--- src/rtl/slu_pkg.sv ---
// Shared opcodes, widths and FSM state encoding for the bit-serial logic unit.
package slu_pkg;

   localparam int OP_W = 3;

   localparam logic [OP_W-1:0] OP_AND  = 3'd0;
   localparam logic [OP_W-1:0] OP_OR   = 3'd1;
   localparam logic [OP_W-1:0] OP_NOT  = 3'd2;
   localparam logic [OP_W-1:0] OP_XOR  = 3'd3;
   localparam logic [OP_W-1:0] OP_NAND = 3'd4;
   localparam logic [OP_W-1:0] OP_NOR  = 3'd5;

   typedef enum logic [1:0] {
      S_IDLE,
      S_RUN,
      S_DONE
   } state_t;

   // Codes 6 and 7 are reserved and flagged as errors.
   function automatic logic op_legal(input logic [OP_W-1:0] op);
      return op <= OP_NOR;
   endfunction

endpackage

--- src/rtl/bit_serial_logic_unit_if.sv ---
// Operand/result handshake bundle between the datapath and the bit-serial logic unit.
interface bit_serial_logic_unit_if #(parameter int WIDTH = 8);
   import slu_pkg::*;

   logic             in_valid;
   logic             in_ready;
   logic [OP_W-1:0]  op;
   logic [WIDTH-1:0] a;
   logic [WIDTH-1:0] b;
   logic             out_valid;
   logic             out_ready;
   logic [WIDTH-1:0] result;
   logic             err;
   logic             busy;
   logic             parity;

   modport master (
      output in_valid, op, a, b, out_ready,
      input  in_ready, out_valid, result, err, busy, parity
   );

   modport slave (
      input  in_valid, op, a, b, out_ready,
      output in_ready, out_valid, result, err, busy, parity
   );

endinterface

--- src/rtl/bit_serial_logic_unit_cell.sv ---
// Two-input gate primitives and the one-bit logic cell that selects among them by opcode.
module and_gate (input logic a, input logic b, output logic y);
   assign y = a & b;
endmodule

module or_gate (input logic a, input logic b, output logic y);
   assign y = a | b;
endmodule

module not_gate (input logic a, output logic y);
   assign y = ~a;
endmodule

module xor_gate (input logic a, input logic b, output logic y);
   assign y = a ^ b;
endmodule

module nand_gate (input logic a, input logic b, output logic y);
   assign y = ~(a & b);
endmodule

module nor_gate (input logic a, input logic b, output logic y);
   assign y = ~(a | b);
endmodule

module bit_logic_cell
   import slu_pkg::*;
(
   input  logic [OP_W-1:0] op,
   input  logic            a,
   input  logic            b,
   output logic            y
);

   logic and_y, or_y, not_y, xor_y, nand_y, nor_y;

   and_gate  u_and  (.a(a), .b(b), .y(and_y));
   or_gate   u_or   (.a(a), .b(b), .y(or_y));
   not_gate  u_not  (.a(a),         .y(not_y));
   xor_gate  u_xor  (.a(a), .b(b), .y(xor_y));
   nand_gate u_nand (.a(a), .b(b), .y(nand_y));
   nor_gate  u_nor  (.a(a), .b(b), .y(nor_y));

   // Reserved opcodes produce a zero bit so an illegal op can never leak data.
   always_comb begin
      y = 1'b0;
      case (op)
         OP_AND:  y = and_y;
         OP_OR:   y = or_y;
         OP_NOT:  y = not_y;
         OP_XOR:  y = xor_y;
         OP_NAND: y = nand_y;
         OP_NOR:  y = nor_y;
         default: y = 1'b0;
      endcase
   end

endmodule

--- src/rtl/bit_serial_logic_unit.sv ---
// Bit-serial logic unit: one result bit per clock, LSB first, through a single bit_logic_cell.
// Optional macro SLU_PARITY_EN adds a running parity register for the result.
module bit_serial_logic_unit
   import slu_pkg::*;
#(
   parameter int WIDTH = 8
) (
   input  logic clk,
   input  logic rst_n,
   bit_serial_logic_unit_if.slave bus
);

   localparam int CW = (WIDTH > 1) ? $clog2(WIDTH) : 1;

   state_t           state;
   logic [CW-1:0]    cnt;
   logic [WIDTH-1:0] a_sh;
   logic [WIDTH-1:0] b_sh;
   logic [OP_W-1:0]  op_q;
   logic [WIDTH-1:0] res_q;
   logic             err_q;
   logic             out_valid_q;
   logic             cell_bit;
`ifdef SLU_PARITY_EN
   logic             parity_q;
`endif

   bit_logic_cell u_cell (
      .op (op_q),
      .a  (a_sh[0]),
      .b  (b_sh[0]),
      .y  (cell_bit)
   );

   // Operands shift right so the current bit is always at index 0; the result
   // fills from the MSB so it lands bit-aligned after WIDTH shifts. An illegal
   // op parks in DONE for one cycle before out_valid rises.
   always_ff @(posedge clk or negedge rst_n) begin
      if (!rst_n) begin
         state       <= S_IDLE;
         cnt         <= '0;
         a_sh        <= '0;
         b_sh        <= '0;
         op_q        <= '0;
         res_q       <= '0;
         err_q       <= 1'b0;
         out_valid_q <= 1'b0;
`ifdef SLU_PARITY_EN
         parity_q    <= 1'b0;
`endif
      end else begin
         case (state)
            S_IDLE: begin
               if (bus.in_valid) begin
                  a_sh  <= bus.a;
                  b_sh  <= bus.b;
                  op_q  <= bus.op;
                  cnt   <= '0;
                  res_q <= '0;
                  err_q <= !op_legal(bus.op);
`ifdef SLU_PARITY_EN
                  parity_q <= 1'b0;
`endif
                  state <= op_legal(bus.op) ? S_RUN : S_DONE;
               end
            end
            S_RUN: begin
               a_sh  <= a_sh >> 1;
               b_sh  <= b_sh >> 1;
               res_q <= {cell_bit, res_q[WIDTH-1:1]};
`ifdef SLU_PARITY_EN
               parity_q <= parity_q ^ cell_bit;
`endif
               if (cnt == CW'(WIDTH - 1)) begin
                  state       <= S_DONE;
                  out_valid_q <= 1'b1;
               end else begin
                  cnt <= cnt + 1'b1;
               end
            end
            S_DONE: begin
               if (!out_valid_q) begin
                  out_valid_q <= 1'b1;
               end else if (bus.out_ready) begin
                  out_valid_q <= 1'b0;
                  state       <= S_IDLE;
               end
            end
            default: state <= S_IDLE;
         endcase
      end
   end

   assign bus.in_ready  = (state == S_IDLE);
   assign bus.busy      = (state != S_IDLE);
   assign bus.out_valid = out_valid_q;
   assign bus.result    = res_q;
   assign bus.err       = err_q;
`ifdef SLU_PARITY_EN
   assign bus.parity    = parity_q;
`else
   assign bus.parity    = 1'b0;
`endif

endmodule

--- src/flat_wrapper.sv ---
// flat-port wrapper written by rule: the top's interface ports become plain ports
module bit_serial_logic_unit_flat import slu_pkg::*;
#(
   parameter int WIDTH = 8
)
  (clk, rst_n, bus_in_valid, bus_op, bus_a, bus_b, bus_out_ready, bus_in_ready, bus_out_valid, bus_result, bus_err, bus_busy, bus_parity);
  bit_serial_logic_unit_if #(.WIDTH(WIDTH)) bus_i ();
  input  logic clk;
  input  logic rst_n;
  input wire logic [$bits(bus_i.in_valid)-1:0] bus_in_valid;
  input wire logic [$bits(bus_i.op)-1:0] bus_op;
  input wire logic [$bits(bus_i.a)-1:0] bus_a;
  input wire logic [$bits(bus_i.b)-1:0] bus_b;
  input wire logic [$bits(bus_i.out_ready)-1:0] bus_out_ready;
  output wire logic [$bits(bus_i.in_ready)-1:0] bus_in_ready;
  output wire logic [$bits(bus_i.out_valid)-1:0] bus_out_valid;
  output wire logic [$bits(bus_i.result)-1:0] bus_result;
  output wire logic [$bits(bus_i.err)-1:0] bus_err;
  output wire logic [$bits(bus_i.busy)-1:0] bus_busy;
  output wire logic [$bits(bus_i.parity)-1:0] bus_parity;
  assign bus_i.in_valid = bus_in_valid;
  assign bus_i.op = bus_op;
  assign bus_i.a = bus_a;
  assign bus_i.b = bus_b;
  assign bus_i.out_ready = bus_out_ready;
  assign bus_in_ready = bus_i.in_ready;
  assign bus_out_valid = bus_i.out_valid;
  assign bus_result = bus_i.result;
  assign bus_err = bus_i.err;
  assign bus_busy = bus_i.busy;
  assign bus_parity = bus_i.parity;
  bit_serial_logic_unit #(.WIDTH(WIDTH)) u_core (.clk(clk), .rst_n(rst_n), .bus(bus_i));
endmodule
--- config.mk ---
export PLATFORM = sky130hd
export DESIGN_NAME = bit_serial_logic_unit_flat
export DESIGN_NICKNAME = d
export VERILOG_FILES = /design/src/rtl/slu_pkg.sv /design/src/rtl/bit_serial_logic_unit_if.sv /design/src/rtl/bit_serial_logic_unit_cell.sv /design/src/rtl/bit_serial_logic_unit.sv /design/src/flat_wrapper.sv
export SDC_FILE = /design/constraint.sdc
export NUM_CORES = 1
export LEC_CHECK = 0
export BUFFER_PORTS_ARGS = -buffer_cell sky130_fd_sc_hd__buf_2
export CORE_MARGIN = 10
export CORE_UTILIZATION = 57
export CTS_CLUSTER_SIZE = 30
export DETAILED_ROUTE_END_ITERATION = 10
export GPL_TIMING_DRIVEN = 1
export PLACE_DENSITY = 0.86
export SYNTH_ARGS = -nofsm -noshare
export SYNTH_HDL_FRONTEND = slang
export SYNTH_SLANG_ARGS = --single-unit
export TNS_END_PERCENT = 30
--- constraint.sdc ---
create_clock -name clk -period 3.9 [get_ports clk]
set_input_delay 0.195 -clock clk [delete_from_list [all_inputs] [get_ports clk]]
set_output_delay 0.195 -clock clk [all_outputs]
set_load 0.02 [all_outputs]
# Word level (Yosys, flattened, before mapping)
# Cells that the tools add are included.
# W data, S select, Z words.
dict set report totals {
  register_bits 34
  out_inout_bits 13
  word_cells 60
  inputBits 23
}
dict set report classes {
  add_sub_neg 1
  n_eq_ne 13
  reduce_logical 11
  bitwise_logic 6
  order_cmp 1
  n_mux 20
}
# cell n
set op_table {}
lappend op_table {{$pmux W8 S2} 3}
lappend op_table {{$mux W8} 3}
lappend op_table {{$mux W2} 5}
lappend op_table {{$eq A3 B3 Y1 const B} 3}
lappend op_table {{$eq A3 B2 Y1 const B} 2}
lappend op_table {{$mux W3} 2}
lappend op_table {{$ne A2 B2 Y1 const B} 3}
lappend op_table {{$pmux W1 S6} 1}
lappend op_table {{$pmux W2 S3} 1}
lappend op_table {{$pmux W3 S2} 1}
lappend op_table {{$reduce_and A2 Y1} 3}
lappend op_table {{$reduce_bool A2 Y1} 3}
lappend op_table {{$ne A2 B1 Y1 const B} 2}
lappend op_table {{$reduce_and A4 Y1} 1}
lappend op_table {{$add A3 B1 Y3 const B} 1}
lappend op_table {{$eq A3 B1 Y1 const B} 1}
lappend op_table {{$le A3 B3 Y1 const B} 1}
lappend op_table {{$logic_not A3 Y1} 1}
lappend op_table {{$mux W1} 3}
lappend op_table {{$not A1 Y1} 3}
lappend op_table {{$reduce_and A3 Y1} 1}
lappend op_table {{$eq A2 B1 Y1 const B} 1}
lappend op_table {{$eq A2 B2 Y1 const B} 1}
lappend op_table {{$logic_not A2 Y1} 1}
lappend op_table {{other kinds (5)} 5}

# Depth between registers and ports, before layout
dict set report logic_depth {
  depth_word 4
  depth_mapped 5
  ltp_nobuf 5
}

# Modules after synthesis
# Synthesis repeated with hierarchy kept, for this count alone.
dict set report unflattened {
  cells_unflattened 149
  hier_area_um2 1594.0
}
# mod cells_each instances area_per_inst_um2 seq_area_each_um2
set by_module_without_submodules {}
lappend by_module_without_submodules {bit_serial_logic_unit 139 1 1514.0 850.8}
lappend by_module_without_submodules {bit_logic_cell 4 1 47.5 0.0}
lappend by_module_without_submodules {xor_gate 1 1 8.8 0.0}
lappend by_module_without_submodules {and_gate 1 1 6.3 0.0}
lappend by_module_without_submodules {or_gate 1 1 6.3 0.0}
lappend by_module_without_submodules {nand_gate 1 1 3.8 0.0}
lappend by_module_without_submodules {nor_gate 1 1 3.8 0.0}
lappend by_module_without_submodules {not_gate 1 1 3.8 0.0}

# Least setup slack after synthesis
# Ideal clock, no wire load.
dict set report synth_path {
  path_type {register -> register}
  start {register u_core.cnt[0]}
  end {register u_core.cnt[0]}
  path_buffers 0
  path_slack_ns 2.432
  t_required_ns 3.775
  setup_time_ns 0.125
  t_arrival_ns 1.342
  stages_incl_launch_ff 6
  synth_period_minus_slack_ns 1.468
  path_cell_list {dfrtp_1 -> ha_1 -> ha_1 -> nor3b_4 -> nor2_1 -> mux2_4}
}
dict set report synth_via {
  elab_chain_cells 3
  word_cells_on_any_way 6
  cone_classes {add/sub (1); eq/ne (2); mux (2); reduce/logical (1)}
}
# item line_no
set synth_rtl {}
lappend synth_rtl {{start, declared} bit_serial_logic_unit.sv:16} ;# logic [CW-1:0] cnt;
lappend synth_rtl {{start signal, assigned} bit_serial_logic_unit.sv:78} ;# cnt <= cnt + 1'b1;
lappend synth_rtl {{$add A3 B1 Y3 / $eq A3 B3 Y1 (equally long branches)} {bit_serial_logic_unit.sv:78, bit_serial_logic_unit.sv:74}}
lappend synth_rtl {{$mux W3 / $ne A2 B2 Y1 (equally long branches)} n/a}
lappend synth_rtl {{$pmux W3 S2 / $reduce_and A3 Y1 (equally long branches)} n/a}
# Parallel ways exist; a longest one is shown, timed or not. The select of a mux whose other input is x is not followed.
# A chain may end at the register's enable or synchronous reset.

# Worst setup path after layout
dict set report layout_path {
  start {register u_core.state[0]}
  end {register u_core.res_q[7], in the netlist u_core.bus.result[7]}
}
dict set report layout_via {
  elab_chain_cells 3
  word_cells_on_any_way 6
  cone_classes {eq/ne (2); mux (1); reduce/logical (3)}
}
# item line_no
set layout_rtl {}
lappend layout_rtl {{start, declared} bit_serial_logic_unit.sv:15} ;# state_t state;
lappend layout_rtl {{start signal, assigned} bit_serial_logic_unit.sv:64} ;# state <= op_legal(bus.op) ? S_RUN : S_DONE;
lappend layout_rtl {{$eq A2 B1 Y1 / $logic_not A2 Y1 (equally long branches)} bit_serial_logic_unit.sv:52} ;# case (state)
lappend layout_rtl {{$reduce_bool A2 Y1 (no source line) / $ne A2 B2 Y1 (equally long branches)} n/a}
lappend layout_rtl {{$reduce_and A2 Y1 (no source line)} n/a}
lappend layout_rtl {{end signal, assigned} bit_serial_logic_unit.sv:70} ;# res_q <= {cell_bit, res_q[WIDTH-1:1]};
lappend layout_rtl {{end, declared} bit_serial_logic_unit.sv:20} ;# logic [WIDTH-1:0] res_q;
# Parallel ways exist; a longest one is shown, timed or not.

==> reports/qor.yml <==
power:
  irDropWorstVdd_uv: 531
  cellLeakagePower_nw: 0.891
  power_per_cell_area_nw_per_um2: 792
routing:
  drt_pre_antenna_iters: 4
  via_per_inst: 5.45
  post_route_antenna_net_violation_count: 0
  drt_iter0_markers: 53
  detail_route.wl_per_cell_um: 14.9
  route.vias.total: 1220
  totalWireLength_mm: 3.34
  drc: 0
die:
  dieWidth_um: 74.1
  boundaryPins: 36
  design.die.area_sq_um: 5490
  starting_density_of_the_core_pct: 60.0
  placement_rows: 19
  die_height_um: 74.1
  core-area_sq_um: 2780
clock_network:
  cts_buffer_depth: 2
  root_buffer: "sky130_fd_sc_hd__clkbuf_4"
  cts-htree-levels: 2
  post_cts_buffers: 0
  cts_tree: "yes"
  cts_inserted_buffers: 5
  clock_sinks: 34
  clk_latency_ps: 330
  postCtsResizedCells: 0
  cts.reportedPaths.clkPinSlew_ps: 110
synthesis:
  synth.yosys.warnings: 0
  netlist_top_cells_count: "sky130_fd_sc_hd__dfrtp_1, sky130_fd_sc_hd__nand2_1, sky130_fd_sc_hd__mux2i_1"
  synth_cells: 160
  mappedNetlistNets: 187
  yosys_register_bits: 34
  netlist_area_before_placement_sq_um: 1670
  ys.flop_type: "sky130_fd_sc_hd__dfrtp_1"
  ys_top_cells_by_area: "sky130_fd_sc_hd__dfrtp_1, sky130_fd_sc_hd__nand2_1, sky130_fd_sc_hd__mux2i_1"
  synth_seq_area_share_pct: 51.0
  asyncSetResetFlopFracSynth_pct: 100
  synth_top_area_share_pct: 51.0
  synth_area_per_cell_sq_um: 10.4
  synth.lib_cells_used.distinct: 35
  synth-edff-count: 0
  synth_top_area_cell: "sky130_fd_sc_hd__dfrtp_1"
setup_path:
  path_class: "flop to flop"
  critical_path.slowest_cell: "sky130_fd_sc_hd__nor2b_2"
  crit_path_max_fanout: 36
  timing.critical_path.from_type: "flop"
  cp.arrival_ps: 2370
  setup.reg_to_reg.worst_slack_ps: 1790
  cpLargestDelayFamily: "simple AND/OR/NAND/NOR gates"
  crit_path_max_incr_delay_ps: 1040
  setup.worst_path.end_class: "flop"
  worst-endpoint-required_ps: 4160
  path_buf_inv: 0
  critical_path.cell_chain: "nor2b_2 -> o211ai_1 -> nand3b_1"
global_route:
  grt_antenna_before_repair: 0
  grt_first_pass_wirelength_mm: 5.68
  grt_pass1_vias: 1307
  globalRouteTotalUtil_pct: 13.0
  overflow: 0
  grt_max_degree: 37
layout:
  multi_input_area_sq_um: 718
  register_area_sq_um: 851
  diodes: 0
  area_growth_syn_to_layout_pct: 15.2
  total_number_of_nets_in_the_final_design: 219
  final_layout_size_suffix_gt1_share_pct: 27.5
  final_cell_area_sq_um: 1920
  fillerInstances: 220
flow_run:
  timing.max_cap.violations: 0
sta:
  final.period_utilization_pct: 54.1
  fmax_mhz: 474
  slew-limit-headroom_pct: 19.5
  finClkSkew_ps: 11.8
  setup_viol: 0
  fin_worst_hold_slack_ps: 62.8
  tightest_slew_ps: 1200
  final_hold_viol_count: 0
  finalMaxSlewViolations: 0
  rsz0062_at_grt: "no"
  post-route-min-period_ps: 2110
  setup_total_negative_slack_ps: 0
placed_design:
  detailedPlacementHpwl_mm: 2.42
  finalWeightedCongestion: 0.902
  placed_instance_area_sq_um: 1800
  io_buffers: 34
worst_hold_path:
  min_path_type: "input pin to flop"
outcome:
  status: "finished clean"
path summary, 6_finish.rpt:
| kind | startpoint | endpoint | depth (start not counted) |
|---|---|---|---|
| min in group asynchronous | rst_n | u_core.b_sh[0] | 2 |
| worst min-delay path | bus_b[7] | u_core.b_sh[7] | 3 |
| max in group asynchronous | rst_n | u_core.cnt[1] | 2 |
| worst max-delay path | u_core.state[0] | u_core.bus.result[7] | 3 |
| worst max register to register | u_core.state[0] | u_core.bus.result[7] | 3 |
| worst min register to register | u_core.b_sh[3] | u_core.b_sh[2] | 2 |
cell type report:
cell class,count,share of cell area [%]
clock buffer,5,1.95
clock inverter,3,3.58
inverter,5,0.977
multi-input combinational,110,37.4
sequential,34,44.3
tap,31,2.02
timing repair buffer,36,9.77
stage by stage:
stage | setup WS (ps) | std cells | util [%] | power [mW]
after floorplan | 2430 | 160 | - | 1.10
after global placement | 1910 | 215 | 64.9 | 1.17
after detailed placement | 1820 | 215 | 64.9 | 1.21
after CTS | 1820 | 224 | 69.1 | 1.54
after global routing | 1580 | 224 | 69.1 | 1.64
final | 1790 | 224 | 69.1 | 1.52
worst reg2reg max path, delay by kind of cell (launching register included):
family           cells  cell delay, ps
AND/OR/NAND/NOR      2            1210
flip-flops           1             620
AO/OA/AOI/OAI        1             230
placed cells by master (no fill, tap or decap):
cell / count
sky130_fd_sc_hd__nand3_1: 2
sky130_fd_sc_hd__nand4b_1: 1
sky130_fd_sc_hd__a22o_1: 2
sky130_fd_sc_hd__dfrtp_1: 34
sky130_fd_sc_hd__dlygate4sd3_1: 1
sky130_fd_sc_hd__nand2_1: 34
sky130_fd_sc_hd__o2111ai_1: 1
sky130_fd_sc_hd__o211ai_1: 1
sky130_fd_sc_hd__o21ba_2: 1
sky130_fd_sc_hd__o21ai_1: 11
sky130_fd_sc_hd__nand4bb_1: 1
sky130_fd_sc_hd__ha_1: 4
sky130_fd_sc_hd__clkinv_4: 1
sky130_fd_sc_hd__o311ai_0: 1
sky130_fd_sc_hd__mux2_2: 3
sky130_fd_sc_hd__conb_1: 1
sky130_fd_sc_hd__o21ai_0: 9
sky130_fd_sc_hd__buf_2: 34
sky130_fd_sc_hd__inv_1: 5
sky130_fd_sc_hd__a31o_2: 1
sky130_fd_sc_hd__nand2b_1: 4
sky130_fd_sc_hd__mux2_4: 1
sky130_fd_sc_hd__a21oi_1: 4
sky130_fd_sc_hd__mux2i_1: 12
sky130_fd_sc_hd__o32ai_1: 1
sky130_fd_sc_hd__nor2b_2: 1
sky130_fd_sc_hd__nand3b_1: 2
sky130_fd_sc_hd__o21ai_2: 1
sky130_fd_sc_hd__bufinv_16: 2
sky130_fd_sc_hd__nor3b_4: 2
sky130_fd_sc_hd__clkbuf_4: 5
sky130_fd_sc_hd__o22ai_1: 1
sky130_fd_sc_hd__o21a_1: 1
sky130_fd_sc_hd__nor2_1: 3
sky130_fd_sc_hd__nor2b_1: 3
sky130_fd_sc_hd__buf_4: 1
sky130_fd_sc_hd__o311ai_1: 1
kinds of logic after synthesis:
family / Yosys count / synth area share, %
adders and majority gates: 4 / 3.00
buffers and inverters: 16 / 6.08
DFF: 34 / 51.0
and+or+nand+nor: 53 / 16.3
AOI/OAI and AO/OA: 36 / 13.3
muxes: 16 / 10.1
other: 1 / 0.225
report_power, final:
part / switching, mW / total (mW) / internal (mW)
logic: 0.314 / 0.569 / 0.256
registers: 0.128 / 0.630 / 0.502
clock network: 0.122 / 0.323 / 0.201
total: 0.564 / 1.52 / 0.958
registers in the layout (all words and copies together) (netlist names):
signal,count
u_core.bus.out_valid,1
u_core.state,2
u_core.bus.err,1
u_core.cnt,3
u_core.op_q,3
u_core.bus.result,8
u_core.b_sh,8
u_core.a_sh,8
routing by layer:
metal	GRT usage, %	wire, um
met5	0	0
met4	4.55	13
met3	3.99	180
met2	23.0	1690
met1	14.3	1460
what timing repair did:
action,4_1_cts,5_1_grt
endpoints found under the hold margin,34,0
endpoints found under the setup margin,0,0
hold buffers,1,0
Power figures use the tool's default switching activity.
